$ cat src/rtl/column_pingpong_ctrl.sv
// Two-bank ping-pong column buffer controller: fills one bank while the
// other drains, with per-bank EMPTY/FILLING/FULL/DRAINING tracking.
module column_pingpong_ctrl #(
    parameter int DATA_WIDTH = 8,
    parameter int COL_LEN    = 9
) (
    input  logic                  clk,
    input  logic                  reset,
    input  logic                  mode,
    input  logic                  wr_valid,
    input  logic [DATA_WIDTH-1:0] wr_data,
    output logic                  wr_ready,
    input  logic                  rd_start,
    output logic                  rd_busy,
    output logic                  rd_valid,
    output logic                  rd_last,
    output logic [1:0]            bank_wr_req,
    output logic [DATA_WIDTH-1:0] bank_wr_data,
    output logic [1:0]            bank_rd_req,
    output logic                  bank_rd_en,
    output logic                  bank_mode,
    output logic [1:0]            bank_full
);

    typedef enum logic [1:0] {
        EMPTY    = 2'd0,
        FILLING  = 2'd1,
        FULL     = 2'd2,
        DRAINING = 2'd3
    } bank_st_e;

    localparam logic [3:0] LAST = 4'(COL_LEN - 1);

    bank_st_e bank_q [2];
    bank_st_e bank_d [2];

    logic                  wsel_q, wsel_d;
    logic                  rsel_q, rsel_d;
    logic [3:0]            wr_cnt_q, wr_cnt_d;
    logic [3:0]            rd_cnt_q, rd_cnt_d;
    logic                  drain_q, drain_d;
    logic                  valid_q, valid_d;
    logic                  last_q, last_d;
    logic [1:0]            wr_req_q, wr_req_d;
    logic [DATA_WIDTH-1:0] wr_data_q, wr_data_d;
    logic                  mode_q, mode_d;

    logic wr_fire;
    logic rd_fire;
    logic all_empty;

    assign wr_ready  = (bank_q[wsel_q] == EMPTY) || (bank_q[wsel_q] == FILLING);
    assign rd_busy   = drain_q | valid_q;
    assign wr_fire   = wr_valid & wr_ready;
    assign rd_fire   = rd_start & ~rd_busy & (bank_q[rsel_q] == FULL);
    assign all_empty = (bank_q[0] == EMPTY) && (bank_q[1] == EMPTY);

    always_comb begin
        bank_d[0] = bank_q[0];
        bank_d[1] = bank_q[1];
        wsel_d    = wsel_q;
        rsel_d    = rsel_q;
        wr_cnt_d  = wr_cnt_q;
        rd_cnt_d  = rd_cnt_q;
        drain_d   = drain_q;
        wr_req_d  = 2'b00;
        wr_data_d = wr_data_q;
        mode_d    = mode_q;

        if (wr_fire) begin
            wr_req_d[wsel_q] = 1'b1;
            wr_data_d        = wr_data;
            if (wr_cnt_q == LAST) begin
                bank_d[wsel_q] = FULL;
                wr_cnt_d       = 4'd0;
                wsel_d         = ~wsel_q;
            end else begin
                bank_d[wsel_q] = FILLING;
                wr_cnt_d       = wr_cnt_q + 4'd1;
            end
        end

        // Writer and reader never touch the same bank in one cycle.
        if (rd_fire) begin
            bank_d[rsel_q] = DRAINING;
            drain_d        = 1'b1;
            rd_cnt_d       = 4'd0;
        end else if (drain_q) begin
            if (rd_cnt_q == LAST) begin
                bank_d[rsel_q] = EMPTY;
                drain_d        = 1'b0;
                rd_cnt_d       = 4'd0;
                rsel_d         = ~rsel_q;
            end else begin
                rd_cnt_d = rd_cnt_q + 4'd1;
            end
        end

        valid_d = drain_q;
        last_d  = drain_q && (rd_cnt_q == LAST);

        if (all_empty && !rd_busy) begin
            mode_d = mode;
        end
    end

    always_ff @(posedge clk) begin
        if (reset) begin
            bank_q[0] <= EMPTY;
            bank_q[1] <= EMPTY;
            wsel_q    <= 1'b0;
            rsel_q    <= 1'b0;
            wr_cnt_q  <= 4'd0;
            rd_cnt_q  <= 4'd0;
            drain_q   <= 1'b0;
            valid_q   <= 1'b0;
            last_q    <= 1'b0;
            wr_req_q  <= 2'b00;
            wr_data_q <= '0;
            mode_q    <= 1'b0;
        end else begin
            bank_q[0] <= bank_d[0];
            bank_q[1] <= bank_d[1];
            wsel_q    <= wsel_d;
            rsel_q    <= rsel_d;
            wr_cnt_q  <= wr_cnt_d;
            rd_cnt_q  <= rd_cnt_d;
            drain_q   <= drain_d;
            valid_q   <= valid_d;
            last_q    <= last_d;
            wr_req_q  <= wr_req_d;
            wr_data_q <= wr_data_d;
            mode_q    <= mode_d;
        end
    end

    assign rd_valid     = valid_q;
    assign rd_last      = last_q;
    assign bank_wr_req  = wr_req_q;
    assign bank_wr_data = wr_data_q;
    assign bank_rd_req  = drain_q ? (rsel_q ? 2'b10 : 2'b01) : 2'b00;
    assign bank_rd_en   = drain_q;
    assign bank_mode    = mode_q;
    assign bank_full    = {bank_q[1] == FULL, bank_q[0] == FULL};

endmodule

$ cat config.mk
export PLATFORM = sky130hd
export DESIGN_NAME = column_pingpong_ctrl
export DESIGN_NICKNAME = d
export VERILOG_FILES = /design/src/rtl/column_pingpong_ctrl.sv
export SDC_FILE = /design/constraint.sdc
export NUM_CORES = 1
export LEC_CHECK = 0
export ABC_AREA = 1
export CAP_MARGIN = 20
export CORE_MARGIN = 4
export CORE_UTILIZATION = 30
export DETAILED_ROUTE_END_ITERATION = 16
export SKIP_LAST_GASP = 1
export SYNTH_ARGS = -nofsm -noshare
export SYNTH_HDL_FRONTEND = slang
export SYNTH_SLANG_ARGS = --single-unit
$ cat constraint.sdc
create_clock -name clk -period 1.05 [get_ports clk]
set_input_delay 0.315 -clock clk [delete_from_list [all_inputs] [get_ports clk]]
set_output_delay 0.315 -clock clk [all_outputs]
set_load 0.1 [all_outputs]
After elaboration in Yosys (flattened, before gate mapping)
Memory sizes are Yosys's and may differ from the RTL's. A register that Yosys moved wholly into a read port is not among the register bits.
Cells that the tools add are included.
{"block": "word_totals", "reg_bits": 24, "ramBits": 4, "input_bits": 13, "out_inout_bits": 20, "wordCells": 89, "n_memories": 1}
{"memory": "bank_q", "words": 2, "word_bits": 2, "rd": 4, "rd_ports_with_merged_regs": 2, "wr": 2, "line_no": "34", "source": "bank_st_e bank_q [2];"}
{"block": "op_classes", "add_sub_neg": 2, "order_cmp": 6, "eq_ne": 6, "n_mux": 27, "bitwise": 22, "reduce_logical": 15}
{"operator": "4-bit 2-to-1 mux", "count": 7}
{"operator": "2-bit 2-to-1 mux", "count": 6}
{"operator": "1-bit 2-to-1 mux", "count": 11}
{"operator": "4-bit by 1-bit adder with 4-bit output, second input constant", "count": 2}
{"operator": "4-bit == test, second input constant", "count": 2}
{"operator": "2-bit == test, second input constant", "count": 3}
{"operator": "1-bit logical AND", "count": 6}
{"operator": "2-bit zero test", "count": 3}
{"operator": "1-bit inverter", "count": 5}
{"operator": "2-bit AND", "count": 2}
{"operator": "4-bit AND", "count": 1}
{"operator": "2-bit demux with 1-bit select", "count": 2}
{"operator": "2-bit >= comparator, second input constant", "count": 2}
{"operator": "2-bit by 1-bit < comparator with 1-bit output, second input constant", "count": 2}
{"operator": "1-bit inverter with 2-bit output", "count": 2}
{"operator": "2-bit inverter", "count": 2}
{"operator": "4-bit inverter", "count": 1}
{"operator": "2-bit OR", "count": 2}
{"operator": "4-bit OR", "count": 1}
{"operator": "2-bit OR reduction", "count": 2}
{"operator": "1-bit AND", "count": 3}
{"operator": "1-bit OR", "count": 3}
{"operator": "3-bit AND reduction", "count": 1}
{"operator": "2-bit by 1-bit == test with 1-bit output, second input constant", "count": 1}
{"operator": "other kinds (6)", "count": 6}

Logic depth before layout (Yosys ltp)
{"block": "depth", "word_depth": 14, "ltp_mapped": 8, "mapped_depth_nobuf": 8}

Least setup slack after synthesis
OpenSTA, ideal clock, no wires.
{"block": "synth_timing", "path_type": "register to output", "startpoint": "register drain_q, in the netlist bank_rd_en", "endpoint": "output port bank_rd_req[0]", "arrival_time_ps": 2486, "t_required_ps": 735, "path_slack_ps": -1751, "stages_incl_launch_ff": 4, "n_path_buf": 1, "path_cell_list": "dfxtp_1 > buf_6 > inv_6 > nor2_1"}
{"block": "synth_via", "elab_chain_len": 1}
{"item": "start: declaration", "line_no": "41", "source": "logic drain_q, drain_d;"}
{"item": "start signal: assignment", "line_no": "128", "source": "drain_q <= drain_d;"}
{"item": "2-bit 2-to-1 mux", "line_no": "141", "source": "assign bank_rd_req = drain_q ? (rsel_q ? 2'b10 : 2'b01) : 2'b00;"}
{"item": "end: declaration", "line_no": "19", "source": "output logic [1:0] bank_rd_req,"}
Every way passes these cells.

==> flow_summary.rst <==
.. list-table::
   :header-rows: 1

   * - Metric
     - Value
   * - Result of the run
     - finished, violations left
   * - Violated checks
     - negative setup slack
   * - Least-Margin Pin Slew
     - 318 ps
   * - Combinational cell fraction of total power
     - 22.5%
   * - Chip Height
     - about 74 um
   * - Maximum fanout along the worst path
     - 3
   * - Synthesized instance count
     - approximately 180
   * - Largest net degree at the start of global routing
     - 12
   * - Sum of internal, switching and leakage power
     - approximately 2.8 mW
   * - Combinational family with the most area after synthesis
     - simple AND/OR/NAND/NOR gates
   * - Number of setup violations in the final report
     - 48
   * - Leak
     - around 1.2 nW
   * - Switching power
     - 820 uW
   * - Number of global-route vias before repair
     - about 1,400
   * - First-pass GRT wire length
     - between 6000 and 7000 um
   * - Setup slack of the critical path after layout
     - -294 ps
   * - Net switching fraction of the power
     - between 20% and 30%
   * - Clock Root Buffer
     - clkbuf_8
   * - Hold Path Cell Cnt
     - 2
   * - Kind of end point of the critical path
     - output port
   * - Fin crit period
     - 1340 ps
   * - Routability congestion estimate
     - between 0.7 and 0.8
   * - Antenna-violating nets left
     - 0
   * - DRC violations left
     - 0
   * - Max Fclk
     - between 700 and 800 MHz
   * - Fin nets
     - roughly 280
   * - DIE WIDTH
     - about 74 um
   * - Crit share post-route
     - 128%
   * - Worst Hold End
     - bank_wr_data[4]
   * - Buffers on Ports
     - 32
   * - Count of cells along the worst register-to-register path
     - 9
   * - Share of cells above drive strength 1
     - a little over two thirds
   * - Area grow syn2layout
     - 116%
   * - Routed length per placed instance
     - about 13 um
   * - Remaining max-slew budget at the tightest pin
     - approximately 79%
   * - Number of buffers inserted during clock tree synthesis
     - 5
   * - Remaining global-route overflow
     - 0
   * - Drt total wl
     - 4150 um
   * - Flip-flop and latch count after synthesis
     - 30
   * - Power density cells
     - roughly 1000 nW/um^2
   * - Arithmetic-cell share of the synthesized area counting full adders, half adders and majority gates
     - 3.79%
   * - Ant diodes
     - 0
   * - Worst supply voltage drop on vdd
     - ~0.54 mV
   * - Internal
     - slightly below 2 mW
   * - Top-level I/O count
     - 33
   * - Number of vias per cell after detailed routing
     - roughly 4.6
   * - Class of the worst hold path
     - flip-flop to flip-flop
   * - Required @ worst endpoint
     - between 700 and 800 ps
   * - Number of H-tree levels
     - 2
   * - Die ar.
     - ~5500 um^2
   * - Detailed Routing Iterations Pass 1
     - 4
   * - Startpoint of the tightest hold check path
     - bank_wr_data[4]
   * - Count of maximum capacitance violations
     - 0
   * - Internal reg-to-reg setup slack
     - -210 ps
   * - Synthesized net count
     - ~190
   * - Latest clock arrival within the worst-skew pair
     - between 200 and 300 ps
   * - Synth Area in XOR/XNOR
     - 1.33%
   * - Share of synthesized area occupied by flip-flops and latches
     - a little under half
   * - Hold buffer count at CTS
     - 0
   * - Number of distinct library cells after synthesis
     - 23
   * - Antenna violations before repair
     - 0
   * - Total number of vias
     - around 1,400
   * - Total routing usage reported by global routing
     - between 15 and 20%
   * - Simple-gate share of the synthesized area
     - between 20% and 30%
   * - Multiplexer share of the synthesized area
     - 0%
   * - Area of the mapped netlist
     - 1320 um^2
   * - Register share of total power
     - between 40% and 50%
   * - Post-Syn Area per Cell
     - 7.46 um^2
   * - Placement Setup Slack
     - -446 ps
   * - Worst path arrival time
     - 1030 ps
   * - Critical path type
     - flip-flop to output port
   * - Commonest cells after routing, fill and taps aside
     - 33 x buf_4, 21 x buf_12, 18 x nand2_4, 16 x nand2_1
   * - Number of DRC markers after the initial detailed-route iteration
     - 32
   * - Site Rows
     - 23
   * - Most common library cell in the layout ignoring fill and taps
     - buf_4
   * - Post-DP HPWL
     - 2390 um
   * - Maximum count of clock buffers along a single path
     - 2
   * - Compound-cell area share of the yosys netlist
     - between 10% and 20%
   * - Starting density of the core
     - roughly 32%
   * - TritonCTS clock tree
     - done
   * - RSZ-0062 raised after global routing
     - yes
   * - Pins Over Slew Limit
     - 0
   * - Final number of hold-violating endpoints
     - 0
   * - Number of clock sinks seen by CTS
     - 30
   * - Clock transition at the registers of the reported paths
     - ~60 ps
   * - Placeable core region
     - just over 4000 um^2
   * - Final Skew
     - ~6.6 ps
   * - Yosys Warn Count
     - 0
   * - Fraction of power consumed by the clock network
     - about 35%
   * - Startpoint type of the worst setup path
     - flip-flop
## how the worst max path moves through the flow
stage,from,end,slack (ps),depth (start not counted)
after detailed placement,wr_valid,bank_q[0][1],-450,7
after floorplan,bank_rd_en,bank_rd_req[0],-500,3
final,flip-flop,wr_ready,-290,4
after global placement,wr_valid,bank_q[0][1],-410,7
after global routing,bank_q[0][1],wr_ready,-330,4
after CTS,bank_rd_en,bank_rd_req[0],-290,3
## routing by layer
| layer | GRT usage [%] | share of wire, % | vias up |
|---|---|---|---|
| met1 | 17.5 | 42 | 648 |
| met5 | 0 | 0 | - |
| met3 | 3.51 | 3.6 | 14 |
| met2 | 26.7 | 50 | 30 |
| met4 | 9.49 | 3.9 | 0 |
| li1 | - | - | 719 |
## cell usage after synthesis
cell,count,area (um^2)
clkbuf_1,1,3.75
a21oi_1,21,105
nand2_2,2,12.5
nand4_1,7,43.8
nor3_1,1,5.00
nand2_1,43,161
inv_6,1,8.76
nand2_4,1,11.3
o21ai_0,3,15.0
buf_2,1,5.00
o21ai_1,1,5.00
buf_4,1,7.51
inv_1,25,93.8
nor2_1,18,67.6
nor2_4,1,11.3
dfxtp_1,30,601
buf_6,2,22.5
inv_2,1,3.75
xor2_1,2,17.5
ha_1,4,50.1
nand3_1,8,40.0
nand3_2,2,20.0
a21oi_2,1,8.76
## power by group through the flow
stage	logic (mW)	clock network [mW]	registers (mW)
2_1_floorplan	0.0997	0	1.38
3_3_place_gp	0.460	0	1.23
3_5_place_dp	0.462	0	1.23
4_1_cts	0.551	0.990	1.20
5_1_grt	0.660	1.04	1.20
6_report	0.627	0.966	1.20
## logic make-up after synthesis
group	count (synthesis)
and+or+nand+nor	83
buffers and inverters	32
DFF	30
AOI/OAI and AO/OA	26
adders and majority gates	4
xor gates and xnor gates	2
## area by class of cell
cell class	count	area [um^2]
tap	50	62.6
sequential	30	653
clock inverter	1	5.00
multi-input combinational	115	957
timing repair buffer	79	956
inverter	27	135
clock buffer	7	86.3
fill	285	1260
## critical path: stages (launching register included)
cell and delay [ps]:
dfxtp_4 390, inv_4 50, nand2_4 80, nand2_8 50
buf_12 160
## timing repair
| action | 4_1_cts | 5_1_grt |
|---|---|---|
| buffers inserted | 13 | 7 |
| setup endpoints to repair | 47 | 49 |
| gates resized for setup | 84 | 49 |
| gates cloned | 2 | 0 |
| pin swaps | 28 | 25 |
## flip-flops by register name, indices dropped and copies added (netlist names), named ones only
signal	cells
rd_cnt_q	4
bank_wr_req	2
bank_mode	1
rsel_q	1
rd_valid	1
rd_last	1
wr_cnt_q	4
bank_rd_en	1
bank_wr_data	8
wsel_q	1
bank_q	4
## through the flow
step	std cells	area [um^2]	hold WS, ps	TNS (ps)	util [%]
6_report	309	2860	480	-6240	69.4
4_1_cts	303	2620	470	-5830	63.6
3_3_place_gp	280	2140	455	-9960	52.1
5_1_grt	309	2860	503	-8530	69.4
3_5_place_dp	280	2140	460	-10310	52.1
2_1_floorplan	177	1390	450	-4510	-
(Power assumes the default switching activity.)
==> RTL change (config.mk and constraints unchanged) <==
Change the parameter `DATA_WIDTH` from 8 to 12.
--- a/src/rtl/column_pingpong_ctrl.sv
+++ b/src/rtl/column_pingpong_ctrl.sv
@@ -3,3 +3,3 @@
 module column_pingpong_ctrl #(
-    parameter int DATA_WIDTH = 8,
+    parameter int DATA_WIDTH = 12,
     parameter int COL_LEN    = 9
Ports: changed (resized bank_wr_data and wr_data); port bits go from 33 to 41. The function was not compared with the original's and may differ.
==> RTL change against the unedited design <==
The flow still finishes with violations (setup timing); total power grew 18%; sequential cell count up 4; clock skew fell by 0.0012 ns; sequential power is 14% higher; routed wire length increased by 5.1%; worst setup slack got worse by 0.036 ns; worst hold slack got worse by 0.037 ns; synthesized area is 9.1% higher; critical path depth stayed put; critical endpoint is now bank_full[1]; critical path type unchanged; design area grew 8.6%.
==> RTL change: results <==
{
  "synth_common_cells": "nand2_1 (48), dfxtp_1 (34), a21oi_1 (27)",
  "min_to": "bank_q[1][1]",
  "synth.area.top_cells": "dfxtp_1 (47%), nand2_1 (13%), a21oi_1 (9.4%), inv_1 (4.7%), nor2_1 (3.6%)",
  "min_path_cells": 4,
  "hp-start": "reset",
  "postCtsHoldBufs": 0,
  "setup_viol": 55,
  "ys_async_sr_fraction_pct": 0,
  "largest_register_ffs": 12,
  "diodes": 0,
  "crit_fanout": 3,
  "grt_util_all_layers_pct": 14.6,
  "grt_max_degree": 18,
  "critPathTopFamily": "flip-flops",
  "drive_gt1_share_pct": 67.3,
  "io_buffers": 40,
  "dr.pass1.iters": 4,
  "viasPerCell": 4.62,
  "crit_slowest_cell": "dfxtp_2",
  "post_cts_resized": 70,
  "place_congestion": 0.757,
  "clk_latency_ns": 0.28,
  "first_global_vias": 1582,
  "skew_ns": 0.00547,
  "status": "complete, but fails checks",
  "reg2reg_from": "bank_q[1][1]",
  "wl_per_cell_um": 13.0,
  "rrSetupSlack_ns": -0.25,
  "power_leakage_nw": 1.32,
  "rr_worst_depth": 5,
  "postCtsSetupRepairBufs": 15,
  "clockRootBuffer": "clkbuf_8",
  "synth.distinct_cells": 23,
  "arrival_ns": 1.06,
  "dp_hpwl_mm": 2.72,
  "clk_pin_slew_ns": 0.07,
  "synth_fp_nets": 209,
  "peakVddDrop_mv": 0.862,
  "clock_path_buffers": 2,
  "yosysWarnings": 0,
  "drtIter0Drc": 43,
  "violations": "setup timing",
  "nFillCells": 322,
  "grt_antenna_before_repair": 0,
  "worst_slew_pin_slew_ns": 0.429,
  "hold_path.class": "in2reg",
  "layout_setup_ws_ns": -0.330,
  "timing.rr.end": "bank_q[0][0]",
  "place_area_mm2": 0.00245,
  "cts.htree.levels": 2,
  "seq_area_frac_synth_pct": 47.3,
  "grt_first_pass_wirelength_mm": 6.97,
  "max_stage_delay_ns": 0.36,
  "cts_made_buffers": 5,
  "layout.nets": 304
}
RTL change: cell count changes in the layout (fill, tap and decap cells not counted), sizes merged, moves of 2 or more:
cell,unedited run,this run
xnor2,0,2
o21bai,0,2
clkinvlp,3,1
nor3,1,4
buf,67,77
nand4,7,4
a21oi,22,27
nor2,19,15
clkbuf,7,5
nand2,46,54
clkdlybuf4s50,10,14
dfxtp,30,34
RTL change: where the power goes:
group          internal, mW  switching [mW]  leakage [nW]
Clock                 0.699           0.490        0.0579
Sequential             1.33          0.0409         0.290
Combinational         0.321           0.416         0.973
RTL change: final cells by class:
cell class                      count  area (um^2)  share of cell area [%]
Clock inverter                      3         40.0                    1.29
Tap cell                           52         65.1                    2.10
Sequential cell                    34          727                    23.4
Clock buffer                        5         68.8                    2.22
Inverter                           22          106                    3.43
Multi-Input combinational cell    126          960                    30.9
Timing Repair inverter              1         8.76                   0.282
Timing Repair Buffer               93         1130                    36.3
RTL change: metrics by stage:
stage | hold WS [ns] | worst slack [ns] | TNS (ns) | std cells
after CTS | 0.480 | -0.343 | -7.61 | 329
final | 0.443 | -0.330 | -8.07 | 336
after global placement | 0.458 | -0.472 | -12.93 | 304
after floorplan | 0.448 | -0.493 | -7.32 | 188
after global routing | 0.461 | -0.363 | -10.89 | 336
after detailed placement | 0.469 | -0.482 | -13.39 | 304
RTL change: cell families after synthesis:
logic type,count (synthesis),synth area share [%]
AO/OA/AOI/OAI,33,12.3
XOR/XNOR,3,1.82
adder cells (fa/ha/maj),4,3.48
buffers and inverters,29,9.12
flip-flops,34,47.3
AND/OR/NAND/NOR,85,26.1
RTL change: metal layers:
| layer | part of all wire (%) | global-route usage [%] | vias up |
|---|---|---|---|
| li1 | - | - | 793 |
| met5 | 0 | 0 | - |
| met1 | 40 | 16.0 | 716 |
| met2 | 52 | 24.8 | 38 |
| met3 | 6.6 | 5.85 | 6 |
| met4 | 1.5 | 6.23 | 0 |
RTL change: worst register-to-register path: stages (launching register included):
cell     delay [ns]
dfxtp_2        0.36
inv_4          0.05
o21ai_0        0.32
buf_4          0.18
nand4_1        0.14
a21oi_1        0.18
RTL change: worst max path at each step:
| stage | start | endpoint | slack (ns) | cells past startpoint |
|---|---|---|---|---|
| 6_report | bank_q[1][1] | bank_full[1] | -0.33 | 4 |
| 2_1_floorplan | bank_rd_en | bank_rd_req[0] | -0.49 | 3 |
| 3_3_place_gp | wr_valid | wr_cnt_q[2] | -0.47 | 5 |
| 5_1_grt | bank_q[1][1] | bank_full[1] | -0.36 | 4 |
| 4_1_cts | bank_q[1][1] | bank_full[1] | -0.34 | 4 |
| 3_5_place_dp | wr_valid | wr_cnt_q[2] | -0.48 | 5 |
